--- config.mk ---
export PLATFORM = sky130hd
export DESIGN_NAME = uart_rx_byte_flat
export DESIGN_NICKNAME = d
export VERILOG_FILES = /design/src/rtl/uart_pkg.sv /design/src/rtl/uart_rx_byte_if.sv /design/src/rtl/uart_baud_tick.sv /design/src/rtl/uart_rx_byte.sv /design/src/flat_wrapper.sv
export SDC_FILE = /design/constraint.sdc
export NUM_CORES = 1
export LEC_CHECK = 0
export CORE_AREA = 8 8 83 85
export DETAILED_ROUTE_END_ITERATION = 6
export DIE_AREA = 0 0 91 93
export PLACE_DENSITY = 0.43
export SYNTH_ARGS = -nofsm -noshare
export SYNTH_HDL_FRONTEND = slang
export SYNTH_HIERARCHICAL = 1
export SYNTH_SLANG_ARGS = --single-unit
--- constraint.sdc ---
create_clock -name clock -period 2.1 [get_ports clock]
set_input_delay 0.42 -clock clock [delete_from_list [all_inputs] [get_ports clock]]
set_output_delay 0.42 -clock clock [all_outputs]
set_load 0.01 [all_outputs]
--- src/rtl/uart_pkg.sv ---
// Shared UART definitions: frame constants, receiver state encoding and helpers.
// Both the byte receiver and the transmitter import this package.
package uart_pkg;

  localparam int DATA_BITS = 8;
  localparam int BIT_CNT_W = $clog2(DATA_BITS);

  typedef enum logic [2:0] {
    IDLE  = 3'd0,
    START = 3'd1,
    DATA  = 3'd2,
    STOP  = 3'd3,
    BREAK = 3'd4
  } uart_state_e;

  // Clocks per oversample tick, rounded to nearest.
  function automatic int uart_div(input int clk_hz, input int baud, input int os);
    int den;
    den = baud * os;
    return (clk_hz + den / 2) / den;
  endfunction

  function automatic bit uart_is_pow2(input int value);
    return (value > 0) && ((value & (value - 1)) == 0);
  endfunction

  function automatic logic majority3(input logic a, input logic b, input logic c);
    return (a & b) | (a & c) | (b & c);
  endfunction

endpackage

--- src/rtl/uart_rx_byte_if.sv ---
// Received-byte bus between the UART receiver and the register interface.
interface uart_rx_byte_if;
  import uart_pkg::*;

  logic [DATA_BITS-1:0] uart_rx_value;
  logic                 uart_rx_value_ready;
  logic                 uart_rx_frame_error;

  modport master (
    output uart_rx_value,
    output uart_rx_value_ready,
    output uart_rx_frame_error
  );

  modport slave (
    input uart_rx_value,
    input uart_rx_value_ready,
    input uart_rx_frame_error
  );

endinterface

--- src/rtl/uart_baud_tick.sv ---
// Oversample tick generator: one-cycle pulse every DIV clocks, phase reset by clear.
// Shared by the UART receiver and transmitter.
module uart_baud_tick
  import uart_pkg::*;
#(
    parameter int CLOCK_FREQ_HZ = 50_000_000,
    parameter int BAUD_RATE     = 115_200,
    parameter int OVERSAMPLE    = 16
) (
    input  logic clock,
    input  logic srst,
    input  logic clear,
    output logic sample_tick
);

    localparam int DIV = uart_div(CLOCK_FREQ_HZ, BAUD_RATE, OVERSAMPLE);
    localparam int CW  = (DIV > 1) ? $clog2(DIV) : 1;
    localparam logic [CW-1:0] LAST = CW'(DIV - 1);

    logic [CW-1:0] div_cnt;

    // NOTE: sequential state is written with non-blocking assignments so every
    // flop samples the pre-edge values of its neighbours, matching hardware.
    always_ff @(posedge clock) begin
        if (srst || clear) begin
            div_cnt <= '0;
        end else if (div_cnt == LAST) begin
            div_cnt <= '0;
        end else begin
            div_cnt <= div_cnt + 1'b1;
        end
    end

    // After a clear the first tick lands DIV clocks later, one sample after the edge.
    assign sample_tick = (div_cnt == LAST);

endmodule

--- src/rtl/uart_rx_byte.sv ---
// 8N1 UART receiver with 16x oversampling and 3-sample majority vote per bit.
// Good frames update uart_rx_value with a ready strobe; bad stop bits raise frame_error.
module uart_rx_byte
  import uart_pkg::*;
#(
    parameter int CLOCK_FREQ_HZ = 50_000_000,
    parameter int BAUD_RATE     = 115_200,
    parameter int OVERSAMPLE    = 16
) (
    input  logic           clock,
    input  logic           srst,
    input  logic           rx,
    uart_rx_byte_if.master uart
);

    localparam int DIV   = uart_div(CLOCK_FREQ_HZ, BAUD_RATE, OVERSAMPLE);
    localparam int CNT_W = $clog2(OVERSAMPLE);

    localparam logic [CNT_W-1:0] SMP_LO  = CNT_W'(OVERSAMPLE / 2 - 1);
    localparam logic [CNT_W-1:0] SMP_MID = CNT_W'(OVERSAMPLE / 2);
    localparam logic [CNT_W-1:0] SMP_HI  = CNT_W'(OVERSAMPLE / 2 + 1);
    localparam logic [BIT_CNT_W-1:0] LAST_BIT = BIT_CNT_W'(DATA_BITS - 1);

    if (DIV < 1) begin : g_bad_div
        $error("uart_rx_byte: clock too slow for baud*oversample (DIV=%0d)", DIV);
    end
    if (!uart_is_pow2(OVERSAMPLE) || (OVERSAMPLE < 8)) begin : g_bad_os
        $error("uart_rx_byte: OVERSAMPLE=%0d must be a power of two >= 8", OVERSAMPLE);
    end

    logic rx_meta;
    logic rx_sync;

    uart_state_e state;
    uart_state_e state_next;

    logic                   sample_tick;
    logic [CNT_W-1:0]       sample_cnt;
    logic                   vote_a;
    logic                   vote_b;
    logic                   mid_tick;
    logic                   bit_value;
    logic [BIT_CNT_W-1:0]   bit_cnt;
    logic [DATA_BITS-1:0]   shift_reg;

    logic                   start_detect;
    logic                   shift_en;
    logic                   load_value;
    logic                   ready_next;
    logic                   ferr_next;

    logic [DATA_BITS-1:0]   value_q;
    logic                   ready_q;
    logic                   ferr_q;

    // Idle-high reset value keeps reset release from looking like a start edge.
    always_ff @(posedge clock) begin
        if (srst) begin
            rx_meta <= 1'b1;
            rx_sync <= 1'b1;
        end else begin
            rx_meta <= rx;
            rx_sync <= rx_meta;
        end
    end

    uart_baud_tick #(
        .CLOCK_FREQ_HZ (CLOCK_FREQ_HZ),
        .BAUD_RATE     (BAUD_RATE),
        .OVERSAMPLE    (OVERSAMPLE)
    ) u_baud_tick (
        .clock       (clock),
        .srst        (srst),
        .clear       (start_detect),
        .sample_tick (sample_tick)
    );

    // The detecting sample is sample 0 of the start bit, so counting resumes at 1.
    always_ff @(posedge clock) begin
        if (srst) begin
            sample_cnt <= '0;
        end else if (start_detect) begin
            sample_cnt <= CNT_W'(1);
        end else if (sample_tick && (state inside {START, DATA, STOP})) begin
            sample_cnt <= sample_cnt + 1'b1;
        end
    end

    // NOTE: pure datapath registers (votes, shift register) carry no reset; the
    // FSM never consumes them before overwriting them in the current frame.
    always_ff @(posedge clock) begin
        if (sample_tick && (sample_cnt == SMP_LO))  vote_a <= rx_sync;
        if (sample_tick && (sample_cnt == SMP_MID)) vote_b <= rx_sync;
        if (shift_en) shift_reg <= {bit_value, shift_reg[DATA_BITS-1:1]};
    end

    assign mid_tick  = sample_tick && (sample_cnt == SMP_HI);
    assign bit_value = majority3(vote_a, vote_b, rx_sync);

    always_ff @(posedge clock) begin
        if (srst || start_detect) begin
            bit_cnt <= '0;
        end else if (shift_en) begin
            bit_cnt <= bit_cnt + 1'b1;
        end
    end

    always_ff @(posedge clock) begin
        if (srst) begin
            state <= IDLE;
        end else begin
            state <= state_next;
        end
    end

    // NOTE: every output of this block gets a default first, so no path through
    // the case statement can leave a value unassigned and infer a latch.
    always_comb begin
        state_next   = state;
        start_detect = 1'b0;
        shift_en     = 1'b0;
        load_value   = 1'b0;
        ready_next   = 1'b0;
        ferr_next    = 1'b0;

        case (state)
            IDLE: begin
                if (!rx_sync) begin
                    state_next   = START;
                    start_detect = 1'b1;
                end
            end
            START: begin
                if (mid_tick) begin
                    state_next = bit_value ? IDLE : DATA;
                end
            end
            DATA: begin
                if (mid_tick) begin
                    shift_en = 1'b1;
                    if (bit_cnt == LAST_BIT) begin
                        state_next = STOP;
                    end
                end
            end
            STOP: begin
                // Leaving at mid-stop leaves half a bit of slack for the next start edge.
                if (mid_tick) begin
                    if (bit_value) begin
                        load_value = 1'b1;
                        ready_next = 1'b1;
                        state_next = IDLE;
                    end else begin
                        ferr_next  = 1'b1;
                        state_next = BREAK;
                    end
                end
            end
            BREAK: begin
                if (rx_sync) begin
                    state_next = IDLE;
                end
            end
            default: state_next = IDLE;
        endcase
    end

    always_ff @(posedge clock) begin
        if (srst) begin
            value_q <= '0;
            ready_q <= 1'b0;
            ferr_q  <= 1'b0;
        end else begin
            if (load_value) value_q <= shift_reg;
            ready_q <= ready_next;
            ferr_q  <= ferr_next;
        end
    end

    assign uart.uart_rx_value       = value_q;
    assign uart.uart_rx_value_ready = ready_q;
    assign uart.uart_rx_frame_error = ferr_q;

endmodule

--- src/flat_wrapper.sv ---
// flat-port wrapper written by rule: the top's interface ports become plain ports
module uart_rx_byte_flat import uart_pkg::*;
#(
    parameter int CLOCK_FREQ_HZ = 50_000_000,
    parameter int BAUD_RATE     = 115_200,
    parameter int OVERSAMPLE    = 16
)
  (clock, srst, rx, uart_uart_rx_value, uart_uart_rx_value_ready, uart_uart_rx_frame_error);
  uart_rx_byte_if uart_i ();
  input  logic clock;
  input  logic srst;
  input  logic rx;
  output wire logic [$bits(uart_i.uart_rx_value)-1:0] uart_uart_rx_value;
  output wire logic [$bits(uart_i.uart_rx_value_ready)-1:0] uart_uart_rx_value_ready;
  output wire logic [$bits(uart_i.uart_rx_frame_error)-1:0] uart_uart_rx_frame_error;
  assign uart_uart_rx_value = uart_i.uart_rx_value;
  assign uart_uart_rx_value_ready = uart_i.uart_rx_value_ready;
  assign uart_uart_rx_frame_error = uart_i.uart_rx_frame_error;
  uart_rx_byte #(.CLOCK_FREQ_HZ(CLOCK_FREQ_HZ), .BAUD_RATE(BAUD_RATE), .OVERSAMPLE(OVERSAMPLE)) u_core (.clock(clock), .srst(srst), .rx(rx), .uart(uart_i));
endmodule
# Word level (Yosys, flattened, before mapping)
# Cells that the tools add are included.
# word_totals
ff_bits	37
in_bits	3
memories	0
rom_bits	0
latchBits	0
ramBits	0
wordCells	69
# classes
n_lt_le_gt_ge	0
shift	0
eq_ne	15
bitwise	7
reduce_logical	12
add_sub_neg	3
n_mux	19
multipliers	0
div	0
# ops
op	n
3-bit 2-to-1 mux	7
3-bit case mux with 5 select lines	1
1-bit 2-to-1 mux	10
4-bit == test, second input constant	2
2-bit by 1-bit inequality test with 1-bit output, second input constant	4
3-bit by 2-bit == test with 1-bit output, second input constant	2
3-bit == test, second input constant	2
6-bit AND reduction	1
5-bit by 1-bit adder with 5-bit output, second input constant	1
5-bit == test, second input constant	1
4-bit by 1-bit adder with 4-bit output, second input constant	1
4-bit by 3-bit == test with 1-bit output, second input constant	1
1-bit logical AND	4
2-bit inequality test, second input constant	2
2-bit OR reduction	2
3-bit by 1-bit adder with 3-bit output, second input constant	1
1-bit bitwise AND	3
3-bit by 1-bit == test with 1-bit output, second input constant	1
3-bit logical NOT	1
3-bit nonzero test	1
3-bit OR reduction	1
2-bit 2-to-1 mux	1
1-bit NOT	2
1-bit OR	2
2 further kinds	2

# Logic depth before layout (Yosys ltp)
# Gate-level depths: netlist (run 1).
# depth
word_depth	6
ltp_mapped	8

# Modules after synthesis
# Netlist (run 1), hierarchy kept.
# modules_own_cells
module	instances	area_per_inst_um2	cells_per_inst	seq_area_each_um2
uart_rx_byte	1	1416.4	127	740.7
uart_baud_tick	1	205.2	20	100.1

# Worst setup path after synthesis (run 1)
# No wires, ideal clock.
# synth_path
path_type	register -> register
from	register u_core.u_baud_tick.div_cnt[0]
to	register u_core.shift_reg[0] (enable)
period_less_slack_ns	1.774
required_ns	1.780
arrival_time_ns	1.454
setup_time_ns	0.320
n_path_buf	2
path_stages_with_launch	8
slack_ns	0.326
cell_sequence	dfxtp_1 -> inv_1 -> ha_1 -> and4b_1 -> and4b_1 -> buf_2 -> and3_1 -> buf_2
# synth_via
elab_chain_cells	4
# synth_lines
element	line_no	source
start: declaration	uart_baud_tick.sv:20	logic [CW-1:0] div_cnt;
start signal: assignment	uart_baud_tick.sv:30	div_cnt <= div_cnt + 1'b1;
5-bit == test	uart_baud_tick.sv:35	assign sample_tick = (div_cnt == LAST);
net u_core.sample_tick	uart_rx_byte.sv:37	logic sample_tick;
1-bit logical AND	uart_rx_byte.sv:97	assign mid_tick = sample_tick && (sample_cnt == SMP_HI);
1-bit 2-to-1 mux	uart_rx_byte.sv:139	if (mid_tick) begin
1-bit 2-to-1 mux	uart_rx_byte.sv:126	case (state)
net u_core.shift_en	uart_rx_byte.sv:47	logic shift_en;
end signal: assignment	uart_rx_byte.sv:94	if (shift_en) shift_reg <= {bit_value, shift_reg[DATA_BITS-1:1]};
end: declaration	uart_rx_byte.sv:44	logic [DATA_BITS-1:0] shift_reg;
# The timed path passes the listed nets, and every way through them passes these cells.
# A chain may end at the register's enable or synchronous reset.

# Final worst setup path (run 1)
# layout_path
from	register u_core.u_baud_tick.div_cnt[0]
to	register u_core.shift_reg[6] (enable)
# layout_via
elab_chain_cells	4
# layout_lines
element	line_no
5-bit == test	uart_baud_tick.sv:35
net u_core.sample_tick	uart_rx_byte.sv:37
1-bit logical AND	uart_rx_byte.sv:97
1-bit 2-to-1 mux	uart_rx_byte.sv:139
1-bit 2-to-1 mux	uart_rx_byte.sv:126
# The timed path passes the listed nets, and every way through them passes these cells.

==> results of run 1 <==
==> logic make-up after synthesis <==
group | after synthesis
xor gates and xnor gates | 3
muxes | 11
adders and majority gates | 8
and+or+nand+nor | 61
DFF | 37
AOI/OAI and AO/OA | 13
buffers and inverters | 14
==> power groups by stage <==
stage	logic, mW	clock network (mW)	registers, mW
6_report	0.0542	0.744	0.748
5_1_grt	0.0612	0.801	0.749
4_1_cts	0.0549	0.769	0.747
3_5_place_dp	0.0548	0	0.764
3_3_place_gp	0.0521	0	0.763
2_1_floorplan	0.0426	0	0.760
==> area by class of cell <==
type | count | area [um2] | area share [%]
clock buffer | 5 | 68.8 | 3.50
clock inverter | 3 | 68.8 | 3.50
inverter | 5 | 18.8 | 0.954
multi-input combinational | 96 | 718 | 36.5
sequential | 37 | 841 | 42.7
tap | 75 | 93.8 | 4.77
timing repair buffer | 17 | 158 | 8.02
==> path summary, 6_finish.rpt <==
| path | start | end | slack (ps) | depth (start not counted) |
|---|---|---|---|---|
| max | u_core/u_baud_tick/div_cnt[0] | u_core/shift_reg[6] | 280 | 6 |
| min | u_core/rx_meta | u_core/rx_sync | 410 | 1 |
| max reg2reg | u_core/u_baud_tick/div_cnt[0] | u_core/shift_reg[6] | 280 | 6 |
| min reg2reg | u_core/rx_meta | u_core/rx_sync | 410 | 1 |
==> cells in the mapped netlist, types with 2 or more instances <==
cell	count
nor2_1	10
nand3_1	4
inv_1	5
and3_1	2
dfxtp_1	27
edfxtp_1	10
and4b_1	4
nand2b_1	16
o21ai_0	2
or2_2	2
nand2_1	3
buf_2	5
a21oi_1	3
o31ai_1	2
clkbuf_1	3
xor2_1	2
or4_1	3
mux2i_1	11
nand3b_1	6
nor3_1	2
ha_1	7
==> metal layers <==
metal	track usage [%]	share of wire, %	up-vias
met4	3.27	1.9	0
met3	3.45	5.2	5
met5	0	0	-
met1	7.48	46	506
met2	13.6	47	15
li1	-	-	544
==> metrics by stage <==
stage	cells	hold WS, ps	utilization (%)	setup WS, ps
after CTS	238	419	34.7	246
after detailed placement	230	399	32.2	268
after floorplan	147	389	-	326
after global placement	230	394	32.2	303
after global routing	238	447	34.7	148
final	238	415	34.7	277
==> worst max-delay path: stages, from the launching register on <==
cell and delay, ps:
dfxtp_1 340, inv_1 60, ha_1 140, and4b_1 230
and4b_1 350, and3_1 200, buf_4 200
==> results.py, run 1 <==
metrics = {
    "status": {
        "status": "finished, final reports clean",
    },
    "timing": {
        "finalMaxSlewViolations": 0,
        "setup_viol": 0,
        "skew_ps": 8.71,
        "tightest_slew_ps": 488,
        "period_minus_slack_ps": 1820,
        "hold_violations": 0,
        "relSlewSlack_pct": 67.4,
        "rsz0062_at_grt": "false",
        "tns_ps": 0,
        "fin_crit_sh_pct": 86.8,
        "fmaxAchievable_ghz": 0.548,
    },
    "clock_network": {
        "clockBufferDepth": 2,
        "cts_tree": "done",
        "clkTransAtPathRegs_ps": 80,
        "hold_buffers": 0,
        "insertion_delay_ps": 290,
        "cts_sinks": 37,
        "cts.htree.levels": 2,
        "post_cts_buffers": 0,
        "root_buffer": "clkbuf_8",
        "post_cts_resized": 0,
        "tritoncts.num_buffers": 5,
    },
    "layout": {
        "stdcell_area_mm2": 0.00197,
        "antennaDiodeCount": 0,
        "fill_cells": 587,
        "final_cell_mix": "dfxtp_1, nand2b_1, clkdlybuf4s50_1, mux2i_1",
        "final_common_cell": "dfxtp_1",
        "nets": 172,
        "syn2layout_area_growth_pct": 21.3,
        "drive_gt1_share_pct": 12.3,
    },
    "critical_path": {
        "worst_ep_required_time_ps": 2090,
        "startpoint_type": "register",
        "cp_max_fo": 11,
        "arrival_ps": 1810,
        "crit_path_end_kind": "register",
        "path_class": "reg -> reg",
    },
    "grt": {
        "antenna_found_initial": 0,
        "grt_pass1_wl_um": 5150,
        "grt.total_usage_pct": 7.61,
        "gr-total-overflow": 0,
        "grt_max_degree": 17,
        "grt_pass1_vias": 1127,
    },
    "route": {
        "dr_total_vias": 1070,
        "first_pass_iters": 4,
        "drc": 0,
        "drtAntennaViolNets": 0,
        "drtIter0Drc": 102,
        "routed_wirelength_um": 3030,
        "vias_per_cell": 4.50,
        "wire_per_inst_um": 12.7,
    },
    "die": {
        "fp.dieW_um": 91,
        "die_h_um": 93,
        "fp.dieArea_mm2": 0.00846,
        "core-area_mm2": 0.00568,
        "rows": 28,
        "ios": 13,
        "initial_core_util_pct": 28.6,
    },
    "placed_design": {
        "gp_congestion": 0.754,
        "hpwl_um": 2160,
        "portBuffers": 12,
        "place_area_mm2": 0.00183,
    },
    "synthesis": {
        "synthFlopType": "dfxtp_1",
        "seq_area_frac_synth_pct": 51.9,
        "synth_seq_cells": 37,
        "synth_top_family_by_area": "simple AND/OR/NAND/NOR gates",
        "synthArstFlopShare_pct": 0,
        "yosys-top-cells-area": "dfxtp_1, edfxtp_1, mux2i_1",
        "ys_warn_count": 6,
        "syn_area_per_cell_um2": 11.0,
        "ys_types": 39,
        "synth_area_leader_cell": "dfxtp_1",
        "syn_nets": 157,
        "yosys.area_share.adder_pct": 6.10,
        "synth_mux_area_share_pct": 6.79,
        "syn_inst": 147,
        "netlist_area_mm2": 0.00162,
        "synth_top_area_share_pct": 33.3,
        "synth_edf_count": 10,
        "synth-xor-area-share_pct": 1.62,
        "synth_compound_area_share_pct": 5.40,
        "synthSimpleGateAreaFrac_pct": 24.4,
    },
    "flow_run": {
        "drv_cap": 0,
    },
    "pwr": {
        "power_leakage_nw": 0.695,
        "total_power_mw": 1.55,
        "power_density_mw_per_mm2": 786,
        "irDropWorstVdd_v": 0.000324,
        "clockPowerShare_pct": 48.1,
        "power_frac_comb_pct": 3.5,
        "p_sw_uw": 303,
        "intPower_mw": 1.24,
        "seq_power_share_pct": 48.4,
        "p_sw_share_pct": 19.6,
    },
    "hold_path": {
        "hold_path.class": "reg -> reg",
    },
}
(Power assumes the default switching activity.)
==> run 2: changes to the inputs <==
Settings changed: CORE_AREA 8 8 83 85 to 8 8 85 68, DIE_AREA 0 0 91 93 to 0 0 93 76, PLACE_DENSITY 0.43 to 0.52.
==> run 2 against run 1 <==
Against the previous run: clock skew is 4.0 ps lower; sequential share of layout area is 1.8 points higher; clock power fell by 33%; total power shrank 16%; flip-flop and latch count did not move; first-iteration DRC count is 75% lower; global-route usage up 1.0 points; via count about the same.
==> results.py, run 2 (same netlist as run 1, synthesis figures left out) <==
metrics = {
    "critical_path": {
        "path_class": "reg -> reg",
        "cp_slowest_cell": "and4b_1",
        "cp_max_fo": 11,
        "critPathLaunch": "u_core/u_baud_tick/div_cnt[0]",
        "slowest_delay_ps": 360,
        "worst_ep_required_time_ps": 2080,
        "critPathMostFrequentCell": "and4b_1",
        "r2r-end": "u_core/shift_reg[7]",
        "r2r_start": "u_core/u_baud_tick/div_cnt[0]",
        "startpoint_type": "register",
        "worstPathCellList": "inv_1 -> ha_1 -> and4b_1 -> and4b_1 -> and3_1 -> buf_4",
        "rrSetupSlack_ps": 200,
        "arrival_ps": 1880,
        "crit_path_end_kind": "register",
        "crit_end": "u_core/shift_reg[7]",
        "reg2reg_depth": 6,
    },
    "clock_network": {
        "post_cts_buffers": 0,
        "clkTransAtPathRegs_ps": 70,
        "hold_buffers": 0,
        "cts_tree": "done",
        "insertion_delay_ps": 280,
        "clockBufferDepth": 2,
        "post_cts_resized": 0,
        "cts.htree.levels": 2,
        "cts_sinks": 37,
        "root_buffer": "clkbuf_8",
        "tritoncts.num_buffers": 5,
    },
    "timing": {
        "rsz0062_at_grt": "false",
        "fmaxAchievable_ghz": 0.527,
        "tightest_slew_ps": 451,
        "setup_viol": 0,
        "tns_ps": 0,
        "finalMaxSlewViolations": 0,
        "period_minus_slack_ps": 1900,
        "fin_hold_ws_ps": 415,
        "fin_crit_sh_pct": 90.3,
        "relSlewSlack_pct": 69.8,
        "skew_ps": 4.67,
        "hold_violations": 0,
    },
    "grt": {
        "top_usage_layer": "met2",
        "grt_pass1_wl_um": 4840,
        "grt.total_usage_pct": 8.62,
        "gr-usage-met1_pct": 10.2,
        "met2_usage_pct": 12.9,
        "grt_pass1_vias": 1028,
        "gr-total-overflow": 0,
        "antenna_found_initial": 0,
        "met3_usage_pct": 3.64,
        "grt_max_degree": 19,
    },
    "route": {
        "drtIter0Drc": 26,
        "dr_total_vias": 1069,
        "routed_wirelength_um": 2820,
        "first_pass_iters": 4,
        "drc": 0,
        "drtAntennaViolNets": 0,
        "vias_per_cell": 4.84,
        "wire_per_inst_um": 12.8,
    },
    "pwr": {
        "power_leakage_nw": 0.662,
        "clockPowerShare_pct": 38.4,
        "irDropWorstVdd_v": 0.000359,
        "power_frac_comb_pct": 4.0,
        "seq_power_share_pct": 57.7,
        "p_sw_uw": 266,
        "intPower_mw": 1.03,
        "power_density_mw_per_mm2": 688,
        "p_sw_share_pct": 20.5,
    },
    "layout": {
        "fill_cells": 450,
        "drive_gt1_share_pct": 9.94,
        "antennaDiodeCount": 0,
        "final_cell_mix": "dfxtp_1, nand2b_1, clkdlybuf4s50_1, mux2i_1",
        "final_common_cell": "dfxtp_1",
        "syn2layout_area_growth_pct": 16.3,
        "nets": 170,
    },
    "status": {
        "status": "finished, final reports clean",
    },
    "die": {
        "fp.dieArea_mm2": 0.00707,
        "rows": 22,
        "initial_core_util_pct": 35.5,
        "fp.dieW_um": 93,
        "ios": 13,
        "die_h_um": 76,
        "core-area_mm2": 0.00457,
    },
    "flow_run": {
        "drv_cap": 0,
    },
    "hold_path": {
        "hold_path.class": "reg -> reg",
    },
    "placed_design": {
        "portBuffers": 12,
        "gp_congestion": 0.751,
        "hpwl_um": 1990,
    },
}
run 2: cell count changes in the layout (fill, tap and decap cells not counted):
cell / previous run / this run
buf_4: 5 / 3
clkbuf_8: 5 / 6
bufinv_16: 2 / 0
inv_6: 1 / 0
clkbuf_1: 0 / 2
run 2: area by class of cell:
type                       count  area (um2)  area share, %
timing repair buffer          15         143           7.56
sequential                    37         841           44.6
inverter                       5        18.8          0.995
clock buffer                   8        90.1           4.78
tap                           60        75.1           3.98
multi-input combinational     96         718           38.1
run 2: power groups by stage:
stage / logic (mW) / registers [mW] / clock network [mW]
2_1_floorplan: 0.0426 / 0.760 / 0
3_3_place_gp: 0.0509 / 0.763 / 0
3_5_place_dp: 0.0526 / 0.764 / 0
4_1_cts: 0.0524 / 0.748 / 0.517
5_1_grt: 0.0586 / 0.749 / 0.552
6_report: 0.0518 / 0.748 / 0.498
run 2: layer usage:
layer  share of wire [%]  vias to the layer above
li1                    -                      542
met1                  50                      506
met2                  43                       15
met3                 4.8                        6
met4                 1.9                        0
met5                   0                        -
run 2: per-stage QoR:
step	util [%]	std cells	total power, mW	instance area, um2	worst slack (ps)
after floorplan	-	147	0.802	1620	326
after global placement	39.3	213	0.814	1800	289
after detailed placement	39.3	213	0.817	1800	197
after CTS	41.3	221	1.32	1890	184
after global routing	41.3	221	1.36	1890	58.6
final	41.3	221	1.30	1890	204
run 2: how the worst min path moves through the flow:
stage               cells after the start  slack, ps           start             end
floorplan                               1        390  u_core/rx_meta  u_core/rx_sync
global placement                        1        390  u_core/rx_meta  u_core/rx_sync
detailed placement                      1        400  u_core/rx_meta  u_core/rx_sync
CTS                                     1        420  u_core/rx_meta  u_core/rx_sync
global route                            1        430  u_core/rx_meta  u_core/rx_sync
finish                                  1        410  u_core/rx_meta  u_core/rx_sync
run 2: critical path: cells and delay by family, from the launching register on:
kind          cells  cell delay (ps)
fa+ha+maj         1              130
simple gates      3              870
buf+inv           2              270
flops             1              340
